<file path="src/rtl/id_ex_fwd_reg.sv">
`default_nettype none
// ============================================================================
// Module   : id_ex_fwd_reg
// Purpose  : ID/EX pipeline register with registered forwarding selects,
//            load-use stall detection, bubble insertion and WB bypass.
// Revision : 1.0 - initial release
// ============================================================================
module id_ex_fwd_reg #(
    parameter int XLEN = 32,
    parameter int REGW = 5,
    parameter int CNTW = 16
) (
    input  logic            clk,
    input  logic            rst,
    input  logic            id_valid,
    input  logic [REGW-1:0] id_rs1,
    input  logic [REGW-1:0] id_rs2,
    input  logic [REGW-1:0] id_rd,
    input  logic            id_reg_write,
    input  logic            id_mem_read,
    input  logic [XLEN-1:0] id_rd1,
    input  logic [XLEN-1:0] id_rd2,
    input  logic [REGW-1:0] mem_rd,
    input  logic            mem_reg_write,
    input  logic [REGW-1:0] wb_rd,
    input  logic            wb_reg_write,
    input  logic [XLEN-1:0] wb_data,
    input  logic            flush,
    output logic            stall_id,
    output logic            ex_valid,
    output logic            ex_reg_write,
    output logic            ex_mem_read,
    output logic [REGW-1:0] ex_rs1,
    output logic [REGW-1:0] ex_rs2,
    output logic [REGW-1:0] ex_rd,
    output logic [XLEN-1:0] ex_op_a,
    output logic [XLEN-1:0] ex_op_b,
    output logic [1:0]      ex_fwd_a,
    output logic [1:0]      ex_fwd_b,
    output logic [CNTW-1:0] bubble_cnt
);

    localparam logic [1:0] c_SEL_RF  = 2'b00;
    localparam logic [1:0] c_SEL_WB  = 2'b01;
    localparam logic [1:0] c_SEL_MEM = 2'b10;

    logic            w_bubble;
    logic [1:0]      w_sel_a;
    logic [1:0]      w_sel_b;
    logic [XLEN-1:0] w_op_a;
    logic [XLEN-1:0] w_op_b;

    // Newest producer wins; x0 never forwards. A WB hit is folded into the
    // captured operand so EX only needs the regfile path for select 00.
    function automatic logic [XLEN+1:0] resolve(input logic [REGW-1:0] rs,
                                                 input logic [XLEN-1:0] rf);
        logic [1:0]      sel;
        logic [XLEN-1:0] op;
        sel = c_SEL_RF;
        op  = rf;
        if (rs == '0) begin
            sel = c_SEL_RF;
        end else if (ex_valid && ex_reg_write && (ex_rd == rs)) begin
            sel = c_SEL_MEM;
        end else if (mem_reg_write && (mem_rd == rs)) begin
            sel = c_SEL_WB;
        end else if (wb_reg_write && (wb_rd == rs)) begin
            op = wb_data;
        end
        if (!id_valid) begin
            sel = c_SEL_RF;
        end
        return {sel, op};
    endfunction

    always_comb begin
        stall_id = id_valid && ex_valid && ex_mem_read && (ex_rd != '0) &&
                   ((ex_rd == id_rs1) || (ex_rd == id_rs2)) && !flush;
        w_bubble = flush || stall_id;
        {w_sel_a, w_op_a} = resolve(id_rs1, id_rd1);
        {w_sel_b, w_op_b} = resolve(id_rs2, id_rd2);
    end

    always_ff @(posedge clk) begin
        if (rst) begin
            ex_valid     <= 1'b0;
            ex_reg_write <= 1'b0;
            ex_mem_read  <= 1'b0;
            ex_rs1       <= '0;
            ex_rs2       <= '0;
            ex_rd        <= '0;
            ex_op_a      <= '0;
            ex_op_b      <= '0;
            ex_fwd_a     <= c_SEL_RF;
            ex_fwd_b     <= c_SEL_RF;
        end else if (w_bubble) begin
            ex_valid     <= 1'b0;
            ex_reg_write <= 1'b0;
            ex_mem_read  <= 1'b0;
            ex_rs1       <= '0;
            ex_rs2       <= '0;
            ex_rd        <= '0;
            ex_fwd_a     <= c_SEL_RF;
            ex_fwd_b     <= c_SEL_RF;
        end else begin
            ex_valid     <= id_valid;
            ex_reg_write <= id_valid && id_reg_write;
            ex_mem_read  <= id_valid && id_mem_read;
            ex_rs1       <= id_rs1;
            ex_rs2       <= id_rs2;
            ex_rd        <= id_rd;
            ex_op_a      <= w_op_a;
            ex_op_b      <= w_op_b;
            ex_fwd_a     <= w_sel_a;
            ex_fwd_b     <= w_sel_b;
        end
    end

    always_ff @(posedge clk) begin
        if (rst) begin
            bubble_cnt <= '0;
        end else if (w_bubble && (bubble_cnt != '1)) begin
            bubble_cnt <= bubble_cnt + 1'b1;
        end
    end

endmodule
`default_nettype wire

</file>
<file path="config.mk">
export PLATFORM = sky130hd
export DESIGN_NAME = id_ex_fwd_reg
export DESIGN_NICKNAME = d
export VERILOG_FILES = /design/src/rtl/id_ex_fwd_reg.sv
export SDC_FILE = /design/constraint.sdc
export NUM_CORES = 1
export LEC_CHECK = 0
export BUFFER_PORTS_ARGS = -buffer_cell sky130_fd_sc_hd__buf_2
export CORE_UTILIZATION = 42
export DETAILED_ROUTE_END_ITERATION = 12
export PLACE_DENSITY_LB_ADDON = 0.1
export SYNTH_ARGS = -nofsm -noshare
export SYNTH_HDL_FRONTEND = slang
export SYNTH_SLANG_ARGS = --single-unit
</file>
<file path="constraint.sdc">
create_clock -name clk -period 2.1 [get_ports clk]
set_clock_uncertainty 0.05 [all_clocks]
set_input_delay 0.105 -clock clk [delete_from_list [all_inputs] [get_ports clk]]
set_output_delay 0.105 -clock clk [all_outputs]
set_load 0.03 [all_outputs]
</file>
After elaboration in Yosys (flattened, before gate mapping)

Index checks and enable logic that the tools add are counted.
Widths: inputs -> output; s select.

Add/sub/neg operators: 1
Eq/ne operators: 7
Muxes and demuxes: 12
Bitwise logic cells: 1
Reduce and logical (&&, ||, !) cells: 26

Operators by type and width:

| operator              | count |
|---|---|
| $mux 32               | 8 |
| $eq 5x5->1            | 6 |
| $add 16x1->16 const B | 1 |
| $ne 16x16->1 const B  | 1 |
| $logic_and 1x1->1     | 15 |
| $logic_not 5->1       | 2 |
| $reduce_or 5->1       | 2 |
| $reduce_or 4->1       | 2 |
| $reduce_bool 5->1     | 1 |
| $mux 2                | 2 |
| $logic_or 1x1->1      | 2 |
| $mux 1                | 2 |
| $reduce_or 2->1       | 1 |
| $logic_not 1->1       | 1 |
| $not 1->1             | 1 |

Register bits: 102
Bits of input ports: 129
Output and inout bits: 103
Logic and storage cells: 60

Depth between registers and ports, before layout

Gate-level depths: netlist of run 1.

Word-level depth: 7
Mapped depth: 8
Mapped depth without buffers: 7

Worst setup path before layout of run 1

No wires, ideal clock.

Kind: flip-flop to flip-flop
Start: reg bubble_cnt[0]
End: reg bubble_cnt[15]
Library setup time: 121 ps
Arrival: 1945 ps
Required time: 1929 ps
Path slack: -16 ps
Stages on the path, launching flop included: 8
Buffers on the path: 1
Period minus slack after synthesis: 2116 ps
Path through: dfxtp_1 ha_1 and3_1 and3_1 nand3_1 clkbuf_1 nor3b_1 mux2_2

Cells in the longest elaborated chain, start to end: 2
Elaborated cells between the ends (all ways): 3
Those cells by class: 1 x add/sub; 1 x eq/ne; 1 x reduce/logical

RTL lines:

| what                                                  | line | source |
|---|---|---|
| from (decl)                                           | 40   | `output logic [CNTW-1:0] bubble_cnt` |
| from (signal assigned)                                | 123  | `bubble_cnt <= bubble_cnt + 1'b1;` |
| branches (longest 2 deep; another with $add 16x1->16) | -    |  |

Parallel ways; which one is timed is not known.
A chain may end at the register's enable or synchronous reset.

Worst setup path in the final report of run 1

Start: in id_rs2[2]
End: reg ex_op_b[26]

Cells in the longest elaborated chain, start to end: 6
Elaborated cells between the ends (all ways): 15
Those cells by class: 3 x eq/ne; 4 x mux; 8 x reduce/logical

RTL lines:

| what                 | line | source |
|---|---|---|
| from (decl)          | 17   | `input logic [REGW-1:0] id_rs2,` |
| $eq 5x5->1           | 67   | `end else if (wb_reg_write && (wb_rd == rs)) begin` |
| $logic_and 1x1->1    | 67   |  |
| $mux 32              | 67   |  |
| $mux 32              | 65   | `end else if (mem_reg_write && (mem_rd == rs)) begin` |
| $mux 32              | 63   | `end else if (ex_valid && ex_reg_write && (ex_rd == rs)) begin` |
| $mux 32              | 61   | `if (rs == '0) begin` |
| to (signal assigned) | 113  | `ex_op_b <= w_op_b;` |
| to (decl)            | 37   | `output logic [XLEN-1:0] ex_op_b,` |

Several ways; a longest one is shown, not always the timed one.

==> metrics.cfg, run 1 <==
[timing]
min_period_over_period_pct=97.7
max_clock_freq_mhz=487
worst_slack_ps=48.5
tightest_slew_ps=681
period_needed_ps=2050
fin_hold_ws_ps=15.4
finalSetupViolations=0
max_slew_margin_pct=54.6
drv_slew=0
finalHoldViolCount=0
rsz0062_at_grt=yes

[floorplanning]
start_util_pct=43.4
rows=38
core_area_um2=10900
die_w_um=108
die_h_um=108
die_area_um2=11700
io_pins=232

[yosys]
synth_area_leaders=dfxtp_1, mux2i_1, a211oi_1
synth-main-ff-cell=dfxtp_1
post_synth_instance_area_um2=4720
synth_cell_types=38
seq_area_frac_synth_pct=43.2
ys_ff_latch=102
ys_warn_count=0
synth.top_cells.by_count=dfxtp_1, nor2_1, a211oi_1, mux2i_1, clkbuf_1
synth_top_area_share_pct=43.2
avgSynthCellArea_um2=9.53
synth_cells=496
synth_top_area_cell=dfxtp_1
synth_edf_count=0
synth-async-reset-ratio_pct=0
syn_nets=626
synth.most_common_cell=dfxtp_1

[power]
ir_drop_mv=0.428
total_power_mw=4.23
p_per_area_nw_per_um2=620
p_leak_nw=3.54

[detailed_routing]
route.detailed.drc=0
antenna_left=0
drt_wl_total_um=14300
vias_per_cell=5.13
wire_per_inst_um=15.9
via_count=4621
first_pass_iters=4
drt_iter0_drc=193

[status]
outcome=finished, final reports clean

[clock_network]
clock_sinks=102
cts_root_buf=clkbuf_8
clk_pin_slew_ps=100
cts_inserted_buffers=9
clkLatencyLatePin_ps=380
clockBufferDepth=2
cts_tree=yes
htreeDepth=3

[placed_design]
dp_hpwl_um=9680
place.port_buffers=231
dpl.cell_count=852
pre_cts_ws_ps=-93.1
place_congestion=0.810

[critical_path]
cp-start-kind=input pin
crit_slowest_cell=or4_4
cpPeakStageDelay_ps=600
crit_arrival_ps=2300
critical_path_required_ps=2350
critical_path_class=in2reg
endpoint_kind=register
cp_max_fo=16
critical_path_buf_inv_count=3
path_cells=dlygate4sd3_1 > buf_4 > xnor2_1 > nand3_1 > nor3_2 > or4_4 > buf_12 > mux2i_1 > a211oi_1
path_delay_family=buffers and inverters

[cells_and_area]
areaGrowthSynthToFinish_pct=44.4
regArea_um2=2040
drive_gt1_share_pct=41.4
final_nets=886
final_cells=901
multi_input_area_um2=2590
nFillCells=943

[global_routing]
grt_usage_pct=24.0
antenna_found_initial=1
grt_overflow=0
first_global_vias=4440
grt_max_degree=59
grt_pass1_wl_um=21500

[job]
maxCapViolCount=0

[worst_hold_path]
hold_class=in2reg

==> state kept, by name (all words and copies together) (netlist names) <==
signal and cells:
ex_rd 5, ex_reg_write 1, ex_mem_read 1, ex_rs1 5, ex_op_b 32, ex_valid 1, ex_rs2 5, bubble_cnt 16
ex_op_a 32, ex_fwd_b 2, ex_fwd_a 2
==> power breakdown <==
group          internal [mW]  leakage, nW  switching (mW)  total (mW)
combinational          0.379         2.60           0.540       0.919
sequential              2.04        0.842          0.0509        2.09
clock                  0.557       0.0958           0.663        1.22
==> metal layers <==
metal  global-route usage (%)  up-vias  share of wire [%]
li1                         -     2289                  -
met1                     27.7     2130                 41
met2                     40.8      163                 49
met3                     5.85       37                6.6
met4                     12.5        2                3.2
met5                        0        -              0.084
==> cells in the final DEF, fill, tap and decap left out, types with 15 or more instances in the layout <==
master	netlist	routed
buf_2	9	229
dfxtp_1	102	101
nor2_1	81	79
mux2i_1	64	59
a211oi_1	64	51
dlygate4sd3_1	0	26
xor2_1	16	16
and2_1	16	16
buf_4	1	15
==> path summary, 6_finish.rpt <==
path	start	endpoint	slack, ps	cells after the start
hold / removal	id_rd2[6]	ex_op_b[6]$_SDFFE_PP0N_	20	3
setup reg to reg	ex_rd[0]$_SDFF_PP0_	ex_op_a[29]$_SDFFE_PP0N_	70	8
setup / recovery	id_rs2[2]	ex_op_b[26]$_SDFFE_PP0N_	50	9
hold reg to reg	ex_op_b[12]$_SDFFE_PP0N_	ex_op_b[12]$_SDFFE_PP0N_	450	2
==> through the flow <==
step / area (um^2) / utilization (%) / TNS [ps]
after floorplan: 4730 / - / 0
after global placement: 6090 / 55.9 / -532
after detailed placement: 6090 / 55.9 / -1680
after CTS: 6550 / 60.2 / -10.5
after global routing: 6820 / 62.6 / -31.1
final: 6820 / 62.6 / 0
==> what timing repair did <==
action	CTS	global route
buffers inserted	2	1
gates resized for setup	4	38
cloned	1	3
pin swaps	1	36
endpoints found under the hold margin	23	3
endpoints found under the setup margin	71	72
hold buffers	23	3
==> area by class of cell <==
type,count,area share (%)
Clock buffer,15,2.73
Tap cell,140,2.57
Sequential cell,102,30.0
Timing Repair Buffer,285,26.5
Inverter,3,0.165
Multi-Input combinational cell,355,38.0
Antenna cell,1,0.0367
==> tightest hold or removal path, stage by stage <==
cell      delay, ps
buf_2            90
mux2i_1         130
a211oi_1         80
==> cells by family after synthesis <==
group	share of synthesized area [%]
simple gates	17.8
flops	43.2
compound gates	12.6
mux	15.2
buf+inv	5.32
xor+xnor	5.56
fa+ha+maj	0.265
Note: power is estimated with default switching activity, not from simulation.
==> run 2, diff against run 1 <==
--- a/config.mk
+++ b/config.mk
@@ -5,8 +5,9 @@
 export SDC_FILE = /design/constraint.sdc
 export NUM_CORES = 1
 export LEC_CHECK = 0
+export ABC_AREA = 1
 export BUFFER_PORTS_ARGS = -buffer_cell sky130_fd_sc_hd__buf_2
-export CORE_UTILIZATION = 42
+export CORE_UTILIZATION = 49
 export DETAILED_ROUTE_END_ITERATION = 12
 export PLACE_DENSITY_LB_ADDON = 0.1
 export SYNTH_ARGS = -nofsm -noshare
==> constraint.sdc (replaced) <==
create_clock -name clk -period 2.2 [get_ports clk]
set_clock_uncertainty 0.05 [all_clocks]
set_input_delay 0.11 -clock clk [delete_from_list [all_inputs] [get_ports clk]]
set_output_delay 0.11 -clock clk [all_outputs]
set_load 0.03 [all_outputs]
==> run 2 against run 1 <==
Critical endpoint is now bubble_cnt[6]$_SDFFE_PP0P_. Critical path type is now reg2reg. Worst setup slack improved by 260 ps. Count of clock-buffer cells in the layout down 3. Global-route usage up 5.1 points. Non-clock buffer count is 23 lower. Hold slack better by 0.99 ps.
==> metrics.cfg, run 2 <==
[status]
outcome=finished, final reports clean

[power]
ir_drop_mv=0.610
power_frac_seq_pct=43.6
power.internal_mw=3.28
clkPwrFrac_pct=37.2
total_power_mw=4.59
p_leak_nw=3.83
p_per_area_nw_per_um2=632
swShare_pct=28.5
power_switching_mw=1.31
pwr-share-comb_pct=19.3

[yosys]
synth_area_leaders=dfxtp_1, nor2_1, nand2_1
syn_nets=1009
synth_edf_count=0
synth.top_cells.by_count=nor2_1, nand2_1, dfxtp_1
post_synth_instance_area_um2=5550
avgSynthCellArea_um2=6.32
synth_cell_types=27
synth_cells=879
synth.most_common_cell=nor2_1
synth-main-ff-cell=dfxtp_1
seq_area_frac_synth_pct=36.8
synth-async-reset-ratio_pct=0
ys_ff_latch=102
synth_top_area_cell=dfxtp_1
ys_warn_count=0
synth_top_area_share_pct=36.8

[cells_and_area]
layout_commonest_cell=nor2_1
reg_top3=ex_op_a x32, ex_op_b x32, bubble_cnt x16
finish.instance_area_um2=7260
fin_util_pct=66.4
multi_input_area_um2=2890
final_nets=1230
drive_gt1_share_pct=26.9
final_cells=1247
final_cell_mix=nor2_1, buf_2, nand2_1
regArea_um2=2040
areaGrowthSynthToFinish_pct=30.8
nFillCells=1035

[floorplanning]
start_util_pct=50.8
die_w_um=108
core_area_um2=10900
die_area_um2=11800
die_h_um=108
rows=38
io_pins=232

[worst_hold_path]
hold_class=in2reg

[timing]
finalSetupTns_ps=0
finalSetupViolations=0
finalHoldViolCount=0
period_needed_ps=1890
drv_slew=0
min_period_over_period_pct=86.0
max_clock_freq_mhz=528
max_slew_margin_pct=71.7
tightest_slew_ps=425
rsz0062_at_grt=no

[global_routing]
first_global_vias=5594
grt_usage_pct=29.0
grt_pass1_wl_um=26900
grt_overflow=0
grt_max_degree=97
antenna_found_initial=2

[placed_design]
dpl_cell_area_um2=6840
place_congestion=0.899
dpl.cell_count=1219
place.port_buffers=231
dp_hpwl_um=11900

[critical_path]
endpoint_kind=register
critical_path_class=reg2reg
cp-start-kind=register
critical_path_required_ps=2430
cpPeakStageDelay_ps=390
regToRegSetupSlack_ps=310
crit_arrival_ps=2120
path_cells=ha_1 > nand2_2 > nor3_4 > nand2_2 > nor3_4 > nand2_4 > nand2_4 > nand2_1 > a21oi_2
crit_slowest_cell=dfxtp_1
cp_max_fo=17

[clock_network]
cts_inserted_buffers=9
clockBufferDepth=2
cts_root_buf=clkbuf_16
clkLatencyLatePin_ps=350
htreeDepth=3
cts_resized=0
post_cts_buffers=0
clk_pin_slew_ps=70
clock_sinks=102
holdBufCountCts=10
cts_tree=yes

[detailed_routing]
drt_wl_total_um=16900
via_count=6314
wire_per_inst_um=13.5
route.detailed.drc=0
drt_iter0_drc=505
first_pass_iters=5
vias_per_cell=5.06
antenna_left=0

[job]
maxCapViolCount=0

-- run 2: cell count changes in the layout (fill, tap and decap cells not counted), moves of 22 or more --
cell,delta
nor2_1,+158
nand2_1,+142
inv_1,+93
nand4_1,+70
mux2i_1,-59
a211oi_1,-51
o21ai_0,+38
o21ai_1,+26
nand3_1,+22
-- run 2: routing by layer --
metal  up-vias  part of all wire [%]  wire [um]  track usage, %
met3        31                   8.8       1490            8.14
met5         -                     0          0               0
li1       3223                     -          -               -
met1      2777                    43       7170            37.0
met2       283                    46       7790            47.0
met4         0                   2.5        414            9.75
-- run 2: path summary, 6_finish.rpt --
kind | startpoint | endpoint | cells past startpoint
setup reg to reg | bubble_cnt[1]$_SDFFE_PP0P_ | bubble_cnt[6]$_SDFFE_PP0P_ | 9
setup / recovery | bubble_cnt[1]$_SDFFE_PP0P_ | bubble_cnt[6]$_SDFFE_PP0P_ | 9
hold / removal | id_rs2[3] | ex_rs2[3]$_SDFF_PP0_ | 3
hold reg to reg | bubble_cnt[15]$_SDFFE_PP0P_ | bubble_cnt[15]$_SDFFE_PP0P_ | 2
-- run 2: cells by family after synthesis --
group,Yosys count,synth area share [%]
AOI/OAI and AO/OA,89,8.70
adders and majority gates,1,0.225
buffers and inverters,159,11.5
and+or+nand+nor,508,39.7
xor gates and xnor gates,20,3.15
DFF,102,36.8
-- run 2: power by group through the flow --
stage          Combinational, mW  Sequential (mW)  Clock (mW)
5_1_grt                    0.977             2.01        1.83
4_1_cts                    0.883             2.00        1.75
3_3_place_gp               0.860             2.04           0
2_1_floorplan              0.349             2.23           0
6_report                   0.886             2.00        1.71
3_5_place_dp               0.865             2.04           0
-- run 2: through the flow --
stage,hold slack (ps),setup slack (ps)
2_1_floorplan,172,136
3_3_place_gp,274,382
3_5_place_dp,278,305
4_1_cts,1.58,295
5_1_grt,11.4,111
6_report,16.4,308
-- run 2: cell type report --
class | instances | share of cell area [%]
Tap cell | 140 | 2.41
Clock inverter | 4 | 0.965
Clock buffer | 12 | 3.39
Inverter | 107 | 5.53
Multi-Input combinational cell | 618 | 39.7
Sequential cell | 102 | 28.1
Timing Repair Buffer | 262 | 19.8
Antenna cell | 2 | 0.0689
-- run 2: worst max-delay path, delay by kind of cell (launching register included) --
kind	cells	cell delay, ps
adders and majority gates	1	220
DFF	1	390
AOI/OAI and AO/OA	1	110
and+or+nand+nor	7	1040
==> run 3, diff against run 2 <==
--- a/config.mk
+++ b/config.mk
@@ -8,8 +8,10 @@
 export ABC_AREA = 1
 export BUFFER_PORTS_ARGS = -buffer_cell sky130_fd_sc_hd__buf_2
 export CORE_UTILIZATION = 49
+export CTS_CLUSTER_SIZE = 20
 export DETAILED_ROUTE_END_ITERATION = 12
-export PLACE_DENSITY_LB_ADDON = 0.1
+export GPL_TIMING_DRIVEN = 0
+export PLACE_DENSITY = 0.81
 export SYNTH_ARGS = -nofsm -noshare
 export SYNTH_HDL_FRONTEND = slang
 export SYNTH_SLANG_ARGS = --single-unit
==> run 3 against run 2 <==
Power is 0.61% lower. Critical endpoint is now bubble_cnt[9]$_SDFFE_PP0P_. Largest cell class unchanged. Global-route usage is 1.2 points higher. Largest power group unchanged. Flip-flop and latch count stayed put.
==> metrics.cfg, run 3 (same netlist as run 2, synthesis figures left out) <==
[status]
outcome=finished, final reports clean

[job]
maxCapViolCount=0

[power]
p_per_area_nw_per_um2=622
swShare_pct=29.7
ir_drop_mv=0.517
power.internal_mw=3.21
clkPwrFrac_pct=36.3
p_leak_nw=3.88
power_frac_seq_pct=43.9
total_power_mw=4.56
power_switching_mw=1.36
pwr-share-comb_pct=19.8

[cells_and_area]
diodes=0
nFillCells=1035
areaGrowthSynthToFinish_pct=32.1
drive_gt1_share_pct=27.0
final_nets=1265
final_cell_mix=buf_2, nor2_1, nand2_1
reg_top3=ex_op_a x32, ex_op_b x32, bubble_cnt x16
layout_commonest_cell=buf_2
final_cells=1280

[placed_design]
place_congestion=0.941
dp_hpwl_um=13500
dpl.cell_count=1249
pre_cts_ws_ps=27.1
place.port_buffers=230

[detailed_routing]
drt_iter0_drc=376
route.detailed.drc=0
vias_per_cell=5.10
antenna_left=0
first_pass_iters=5
wire_per_inst_um=14.0
via_count=6532
drt_wl_total_um=18000

[clock_network]
cts_root_buf=clkbuf_16
cts_inserted_buffers=9
clk_pin_slew_ps=70
clock_sinks=102
clkLatencyLatePin_ps=360
cts_tree=yes
clockBufferDepth=2
htreeDepth=3

[critical_path]
crit_arrival_ps=2250
critical_path_class=reg2reg
regToRegSetupSlack_ps=110
cp_max_fo=10
endpoint_kind=register
critical_path_required_ps=2360
cp-start-kind=register

[floorplanning]
rows=38
die_h_um=108
start_util_pct=50.8
io_pins=232
die_area_um2=11800
core_area_um2=10900
die_w_um=108

[worst_hold_path]
hold_class=in2reg

[global_routing]
antenna_found_initial=0
first_global_vias=5784
grt_max_degree=16
grt_pass1_wl_um=27600
grt_usage_pct=30.2
grt_overflow=0

[timing]
finalSetupViolations=0
finalHoldViolCount=0
worst_slack_ps=114
max_slew_margin_pct=51.7
fin_hold_ws_ps=25.3
min_period_over_period_pct=94.8
tightest_slew_ps=725
finalSetupTns_ps=0
period_needed_ps=2090
max_clock_freq_mhz=479
rsz0062_at_grt=no
drv_slew=0

==> run 3: cell types whose count changed in the layout (fill, tap and decap cells not counted), sizes merged <==
cell / before / now
clkbuf: 12 / 40
inv: 104 / 105
clkinv: 5 / 3
clkinvlp: 0 / 1
diode: 2 / 0
buf: 252 / 260
bufinv: 2 / 1
==> run 3: area by class of cell <==
| type | count | area, um^2 | share of cell area, % |
|---|---|---|---|
| Buffer | 52 | 239 | 3.26 |
| Clock buffer | 13 | 260 | 3.55 |
| Clock inverter | 3 | 42.5 | 0.580 |
| Inverter | 107 | 402 | 5.48 |
| Multi-Input combinational cell | 618 | 2880 | 39.3 |
| Sequential cell | 102 | 2040 | 27.9 |
| Tap cell | 140 | 175 | 2.39 |
| Timing Repair Buffer | 245 | 1290 | 17.6 |
==> run 3: layer usage <==
layer | track usage, % | up-vias | part of all wire [%]
li1 | - | 3309 | -
met2 | 48.1 | 274 | 45
met1 | 39.4 | 2911 | 44
met3 | 5.42 | 38 | 7.4
met4 | 14.5 | 0 | 3.4
met5 | 0 | - | 0
==> run 3: critical path: stages, from the launching register on <==
cell,delay [ps]
dfxtp_2,410
ha_1,230
nand2_2,100
nor3_4,270
nand2_2,120
nor3_4,210
nand2_4,130
buf_2,220
nand3_1,140
a21oi_2,70
==> run 3: stage by stage <==
step	area [um^2]	utilization [%]
CTS	7280	66.6
global placement	6880	62.9
finish	7340	67.1
global route	7340	67.1
floorplan	5550	-
detailed placement	6880	62.9
==> run 3: worst paths after layout <==
kind / endpoint / cells after the start / start
worst min register to register: ex_op_b[13]$_SDFFE_PP0N_ / 2 / ex_op_b[13]$_SDFFE_PP0N_
worst max-delay path: bubble_cnt[9]$_SDFFE_PP0P_ / 9 / bubble_cnt[0]$_SDFFE_PP0P_
worst max register to register: bubble_cnt[9]$_SDFFE_PP0P_ / 9 / bubble_cnt[0]$_SDFFE_PP0P_
worst min-delay path: ex_rs2[3]$_SDFF_PP0_ / 3 / id_rs2[3]
==> run 3: power by group through the flow <==
stage	logic, mW	registers [mW]	clock network, mW
final	0.905	2.00	1.66
after global routing	0.994	2.01	1.75
after CTS	0.898	2.00	1.67
after detailed placement	0.880	2.04	0
after global placement	0.872	2.04	0
after floorplan	0.349	2.23	0
==> run 3: what timing repair did <==
item,in CTS,in global routing
resized for setup,0,8
endpoints found under the hold margin,10,0
hold buffers,10,0
setup buffers,0,5
setup endpoints to repair,0,45
